===== config.mk =====
export PLATFORM = sky130hd
export DESIGN_NAME = param_bit_sampler
export DESIGN_NICKNAME = d
export VERILOG_FILES = /design/src/rtl/param_sampler_pkg.sv /design/src/rtl/sampler_lane.sv /design/src/rtl/param_bit_sampler.sv
export SDC_FILE = /design/constraint.sdc
export NUM_CORES = 1
export LEC_CHECK = 0
export BUFFER_PORTS_ARGS = -buffer_cell sky130_fd_sc_hd__buf_2
export CELL_PAD_IN_SITES_DETAIL_PLACEMENT = 1
export CELL_PAD_IN_SITES_GLOBAL_PLACEMENT = 2
export CORE_MARGIN = 4
export CORE_UTILIZATION = 34
export CTS_BUF_LIST = sky130_fd_sc_hd__clkbuf_2
export DETAILED_ROUTE_END_ITERATION = 10
export HOLD_SLACK_MARGIN = 0.15
export PLACE_DENSITY = 0.89
export SLEW_MARGIN = 15
export SYNTH_ARGS = -nofsm -noshare
export SYNTH_HDL_FRONTEND = slang
export SYNTH_SLANG_ARGS = --single-unit

===== constraint.sdc =====
create_clock -name clk -period 2.9 [get_ports clk]
set_input_delay 0.145 -clock clk [delete_from_list [all_inputs] [get_ports clk]]
set_output_delay 0.145 -clock clk [all_outputs]
set_load 0.02 [all_outputs]

===== src/rtl/param_sampler_pkg.sv =====
// Shared definitions for the parametrised bit sampler: output-mode encoding
// and the saturating counter increment used by every lane.
package param_sampler_pkg;

    typedef enum logic [1:0] {
        MODE_LEVEL  = 2'd0,
        MODE_RISE   = 2'd1,
        MODE_TOGGLE = 2'd2,
        MODE_BAD    = 2'd3
    } mode_e;

    function automatic mode_e mode_of(input string m);
        if (m == "LEVEL")  return MODE_LEVEL;
        if (m == "RISE")   return MODE_RISE;
        if (m == "TOGGLE") return MODE_TOGGLE;
        return MODE_BAD;
    endfunction

    // Callers keep only the low 'width' bits of the result.
    function automatic logic [15:0] sat_inc(input logic [15:0] val, input int unsigned width);
        logic [16:0] max_val;
        max_val = (17'd1 << width) - 17'd1;
        return ({1'b0, val} == max_val) ? val : val + 16'd1;
    endfunction

endpackage


===== src/rtl/sampler_lane.sv =====
// One sampling lane: two sample stages, the mode-dependent output bit and a
// saturating rising-edge counter.
module sampler_lane
    import param_sampler_pkg::*;
#(
    parameter int    WIDTH     = 1,
    parameter string MODE      = "LEVEL",
    parameter int    CNT_WIDTH = 4,
    parameter int    SEL_W     = 1
) (
    input  logic                 clk,
    input  logic                 rst_n,
    input  logic                 en,
    input  logic                 valid,
    input  logic [SEL_W-1:0]     sel,
    input  logic [WIDTH-1:0]     lane_bits,
    output logic                 o_bit,
    output logic [CNT_WIDTH-1:0] cnt
);

    localparam mode_e MODE_ENC = mode_of(MODE);

    logic                 s1_q, s1_d;
    logic                 s2_q, s2_d;
    logic                 o_q, o_d;
    logic [CNT_WIDTH-1:0] cnt_q, cnt_d;
    logic                 rise;

    always_ff @(posedge clk) begin
        if (!rst_n) begin
            s1_q  <= 1'b0;
            s2_q  <= 1'b0;
            o_q   <= 1'b0;
            cnt_q <= '0;
        end else begin
            s1_q  <= s1_d;
            s2_q  <= s2_d;
            o_q   <= o_d;
            cnt_q <= cnt_d;
        end
    end

    // Rises are masked until the valid pipe is full so the first sample after
    // reset never counts as an edge.
    always_comb begin
        s1_d  = s1_q;
        s2_d  = s2_q;
        o_d   = o_q;
        cnt_d = cnt_q;
        rise  = en & valid & s1_q & ~s2_q;
        if (en) begin
            s1_d = lane_bits[sel];
            s2_d = s1_q;
        end
        if (MODE_ENC == MODE_RISE) begin
            o_d = rise;
        end else if (MODE_ENC == MODE_TOGGLE) begin
            o_d = o_q ^ rise;
        end else if (en) begin
            o_d = s1_q;
        end
        if (rise) begin
            cnt_d = CNT_WIDTH'(sat_inc(16'(cnt_q), CNT_WIDTH));
        end
    end

    assign o_bit = o_q;
    assign cnt   = cnt_q;

endmodule


===== src/rtl/param_bit_sampler.sv =====
// Multi-lane bit sampler: owns the shared select register and valid pipe and
// instantiates one sampler_lane per channel.
module param_bit_sampler
    import param_sampler_pkg::*;
#(
    parameter int         WIDTH     = 1,
    parameter int         CHANNELS  = 2,
    parameter string      MODE      = "LEVEL",
    parameter logic [7:0] SEL_INIT  = 8'd0,
    parameter int         CNT_WIDTH = 4,
    localparam int        SEL_W     = (WIDTH > 1) ? $clog2(WIDTH) : 1
) (
    input  logic                          clk,
    input  logic                          rst_n,
    input  logic                          en,
    input  logic                          sel_load,
    input  logic [SEL_W-1:0]              sel_in,
    input  logic [CHANNELS*WIDTH-1:0]     I,
    output logic [CHANNELS-1:0]           O,
    output logic                          o_valid,
    output logic [CHANNELS*CNT_WIDTH-1:0] evt_cnt
);

    if (mode_of(MODE) == MODE_BAD) begin : g_bad_mode
        $error("param_bit_sampler: MODE must be LEVEL, RISE or TOGGLE");
    end

    logic [SEL_W-1:0] sel_q, sel_d;
    logic [1:0]       v_q, v_d;

    always_ff @(posedge clk) begin
        if (!rst_n) begin
            sel_q <= SEL_INIT[SEL_W-1:0];
            v_q   <= 2'b00;
        end else begin
            sel_q <= sel_d;
            v_q   <= v_d;
        end
    end

    // With WIDTH=1 every load clamps to 0, so the select stays constant.
    always_comb begin
        sel_d = sel_q;
        v_d   = v_q;
        if (sel_load) begin
            sel_d = (32'(sel_in) >= 32'(WIDTH)) ? SEL_W'(WIDTH - 1) : sel_in;
        end
        if (en) begin
            v_d = {v_q[0], 1'b1};
        end
    end

    assign o_valid = v_q[1];

    for (genvar c = 0; c < CHANNELS; c++) begin : g_lane
        sampler_lane #(
            .WIDTH    (WIDTH),
            .MODE     (MODE),
            .CNT_WIDTH(CNT_WIDTH),
            .SEL_W    (SEL_W)
        ) u_lane (
            .clk      (clk),
            .rst_n    (rst_n),
            .en       (en),
            .valid    (v_q[1]),
            .sel      (sel_q),
            .lane_bits(I[c*WIDTH +: WIDTH]),
            .o_bit    (O[c]),
            .cnt      (evt_cnt[c*CNT_WIDTH +: CNT_WIDTH])
        );
    end

endmodule


* Word level (Yosys, flattened, before mapping)
Index checks and enable logic that the tools add are counted.
** Word-level totals
- Input bits :: 7
- Bits in registers :: 15
- Output and inout port bits :: 11
- Logic and storage cells :: 28
** Operators by class
- Bitwise operators :: 9
- Equality and inequality tests :: 2
- Add/subtract/negate cells :: 2
- Mux-type cells :: 3
- Order comparisons :: 2
- Reductions and logical operators :: 2
** Operators with widths (count)
- $add A4 B1 Y4 const B :: 2
- $eq A4 B4 Y1 const B :: 2
- $and A1 B1 Y1 :: 5
- $not A1 Y1 :: 4
- $reduce_and A2 Y1 :: 2
- $mux W1 :: 3
- $ge A1 B1 Y1 const B :: 1
- $lt A1 B1 Y1 const B :: 1

* Logic depth before layout (Yosys ltp)
- Depth in word-level cells :: 4
- Gate-level depth with buffers :: 4
- Mapped depth without buffers :: 4

* Cells and area by module
A second synthesis with hierarchy kept.
** Second synthesis, totals
- Cells, all modules :: 62
- Area total of the unflattened synthesis :: 628.1 um^2
** Modules (own cells, without submodules)
- sampler_lane :: sequential area each 120.1 um^2, cells an instance 28, area each 280.3 um^2, instances 2
- param_bit_sampler :: sequential area each 40.0 um^2, cells an instance 6, area each 67.6 um^2, instances 1

* Least setup slack after synthesis
No wires, ideal clock.
- Kind :: flip-flop to flip-flop
- Start point :: register v_q[1]
- End point :: register g_lane[0].u_lane.cnt_q[3]
- Buffers on the path :: 0
- Data arrival time :: 1076 ps
- Required time :: 2821 ps
- Slack :: 1745 ps
- Period minus slack after synthesis :: 1155 ps
- Setup time :: 79 ps
- Stages on the path, launching flop included :: 4
- Path through :: dfxtp_1 > and4b_1 > a41oi_1 > a211oi_2
** On the way
- Longest elaborated chain between the ends :: 4
** Ends and longest elaborated chain
- start, declared :: RTL line param_bit_sampler.sv:29 : logic [1:0] v_q, v_d;
- start signal, assigned :: RTL line param_bit_sampler.sv:37 : v_q <= v_d;
- $and A1 B1 Y1 (3 in series) :: RTL line sampler_lane.sv:50 : rise = en & valid & s1_q & ~s2_q;
- $reduce_and A2 Y1 (no line)
- end signal, assigned :: RTL line sampler_lane.sv:39 : cnt_q <= cnt_d;
- end, declared :: RTL line sampler_lane.sv:26 : logic [CNT_WIDTH-1:0] cnt_q, cnt_d;
Every way passes these cells.
A chain may end at the register's enable or synchronous reset.

* Worst setup path after layout
- Start point :: register v_q[1]
- End point :: register g_lane[1].u_lane.cnt_q[3]
** On the way
- Longest elaborated chain between the ends :: 4
** Ends and longest elaborated chain (RTL line)
- $and A1 B1 Y1 (3 in series) :: sampler_lane.sv:50
- $reduce_and A2 Y1 (no line)
- end signal, assigned :: sampler_lane.sv:39
- end, declared :: sampler_lane.sv:26
Every way passes these cells.

==> qor.yml <==
outcome:
  outcome: "finished, final reports clean"
global_routing:
  overflow: 0
  grtUsageMet1_pct: 14.7
  first_global_vias: 512
  grt_use_met2_pct: 18.0
  grt_start_max_net_pins: 11
  antenna_found_initial: 0
  grt_busiest_layer: "met2"
  grt_pass1_wl_mm: 2.29
  grtUsageMet3_pct: 2.87
  gr-usage-all-layers_pct: 11.7
route:
  drt-initial-drc-count: 6
  via_count: 553
  ant_nets: 0
  first_pass_iters: 4
  wl_mm: 1.36
  viasPerCell: 5.07
  wl_per_cell_um: 12.5
  drc: 0
critical_path:
  cp-start-kind: "flip-flop"
  r2r_start: "v_q[1]"
  worstSetupEndpointType: "flip-flop"
  critical_path_class: "reg -> reg"
  rr_worst_depth: 3
  crit_required_ns: 3.06
  rr_endpoint: "g_lane[1].u_lane.cnt[3]"
  reg2reg_slack_ns: 1.69
  cp-startpoint: "v_q[1]"
  crit_arrival_ns: 1.36
  worstPathMaxFanout: 6
synthesis:
  ys.flop_type: "dfxtp_1"
  synth_fp_nets: 76
  ys_ff_latch: 14
  synth_commonest_cells: "14 x dfxtp_1, 9 x mux2i_1, 8 x nand2_1"
  syn_inst: 67
  ys_seq_area_share_pct: 42.3
  synth_top_area_cell: "dfxtp_1"
  avgSynthCellArea_um2: 9.88
  synth-edff-count: 0
  synth_top_area_share_pct: 42.3
  netlist_top_cells_area: "dfxtp_1 42%, mux2i_1 14%, nor3_1 4.5%"
  async_flop_share_pct: 0
  yosysWarnings: 0
  synth.most_common_cell: "dfxtp_1"
  syn-cell-area_um2: 662
  yosysUniqueCellTypes: 19
timing:
  tightest_slew_ns: 0.281
  fmax_mhz: 829
  final_hold_viol_count: 0
  skew_ns: 0.0171
  period_share_pct: 41.6
  relSlewSlack_pct: 81.0
  slew_viol_final: 0
  timing.hold.ws_ns: 0.201
  worst_slack_ns: 1.69
  min_period_ns: 1.21
  setup_violations: 0
  rsz0062_at_grt: "false"
  setup_tns_ns: 0
cells_and_area:
  syn2layout_area_growth_pct: 17.4
  nets: 94
  drive_gt1_share_pct: 28.6
  diodes: 0
placed_design:
  gp_congestion: 0.672
  dp_hpwl_mm: 1.01
  portBuffers: 15
  dp_slack_ns: 1.70
clocking:
  cts_tree: "built"
  cts_resized: 0
  cts_max_level: 1
  clock_path_buffers: 2
  cts.sinks: 14
  cts_inserted_buffers: 3
  clk_pin_slew_ns: 0.14
  cts_setup_buffers: 0
  cts_root_buf: "clkbuf_2"
  worstSkewPairLatency_ns: 0.28
floorplan:
  die_x_um: 52.1
  start_util_pct: 37.1
  core-area_mm2: 0.00178
  pin_count: 18
  die_area_mm2: 0.00272
  rows: 15
  die_y_um: 52.1
run:
  maxCapViolations: 0
power_and_ir_drop:
  peakVddDrop_mv: 0.155
  p_leak_uw: 0.000348
  p_per_area_mw_per_mm2: 410
min_path:
  hp-class: "in -> reg"
  min_from: "rst_n"
  hold_end: "g_lane[0].u_lane.cnt[0]"
  hold_depth: 3
critical path, stage by stage, from the launching register on:
cell and delay (ns):
dfxtp_1 0.47, nand4b_2 0.19, nor4b_1 0.34, nor3_1 0.09
metrics by stage:
step           cell area [um2]  std cells  total power, uW  utilization [%]
6_report                   777        109              318             43.6
5_1_grt                    777        109              336             43.6
4_1_cts                    777        109              326             43.6
2_1_floorplan              662         67              224                -
3_3_place_gp               738        103              228             41.4
3_5_place_dp               738        103              229             41.4
worst max-delay path by stage:
stage	to	slack, ns	depth (start not counted)
2_1_floorplan	g_lane[0].u_lane.cnt[3]	1.74	3
3_3_place_gp	g_lane[1].u_lane.cnt[1]	1.77	3
3_5_place_dp	g_lane[1].u_lane.cnt[3]	1.70	3
4_1_cts	g_lane[1].u_lane.cnt[3]	1.66	3
5_1_grt	g_lane[1].u_lane.cnt[1]	1.59	3
6_report	g_lane[1].u_lane.cnt[3]	1.69	3
layout make-up:
class	instances	area, um2
sequential	14	280
clock buffer	3	15.0
clock inverter	1	3.75
fill	216	1010
timing repair buffer	17	95.1
tap	25	31.3
inverter	1	3.75
multi-input combinational	48	348
layer usage:
layer,up-vias,wire [um]
li1,276,-
met2,12,655
met5,-,0
met4,0,0
met1,265,655
met3,0,52
report_power, final:
| group | switching (uW) | total [uW] | internal, uW |
|---|---|---|---|
| clock network | 61.8 | 91.7 | 30.0 |
| logic | 13.9 | 25.0 | 11.0 |
| registers | 4.71 | 202 | 197 |
kinds of logic after synthesis:
kind of cell             count (synthesis)  synth area share, %
AND/OR/NAND/NOR                         30                 25.3
flip-flops                              14                 42.3
multiplexers                             9                 13.6
AO/OA/AOI/OAI                            7                 9.83
buffers and inverters                    5                 5.10
adder cells (fa/ha/maj)                  2                 3.78
sequential cells by signal, indices dropped and copies added (netlist names):
register / cells
g_lane.u_lane.cnt: 8
g_lane.u_lane.o_bit: 1
g_lane.u_lane.s1_q: 2
g_lane.u_lane.s2_q: 1
v_q: 2
timing repair:
item / in CTS / in global routing
hold buffers: 2 / 0
endpoints found under the setup margin: 0 / 0
endpoints found under the hold margin: 2 / 0
placed cells by master (no fill, tap or decap):
cell | synthesis | layout
buf_2 | 0 | 15
dfxtp_1 | 14 | 14
mux2i_1 | 9 | 9
nand2_1 | 8 | 8
nor2_1 | 7 | 7
nor3_1 | 6 | 6
clkbuf_2 | 0 | 3
nand2b_1 | 2 | 2
nand4b_2 | 2 | 2
a31oi_2 | 2 | 2
and4b_1 | 2 | 2
a21oi_1 | 2 | 2
nand3_1 | 2 | 2
a41oi_1 | 2 | 2
ha_1 | 2 | 2
dlygate4sd3_1 | 0 | 2
inv_2 | 1 | 1
a211oi_2 | 1 | 1
nor4b_1 | 1 | 1
clkinv_1 | 0 | 1
Power figures use the tool's default switching activity.
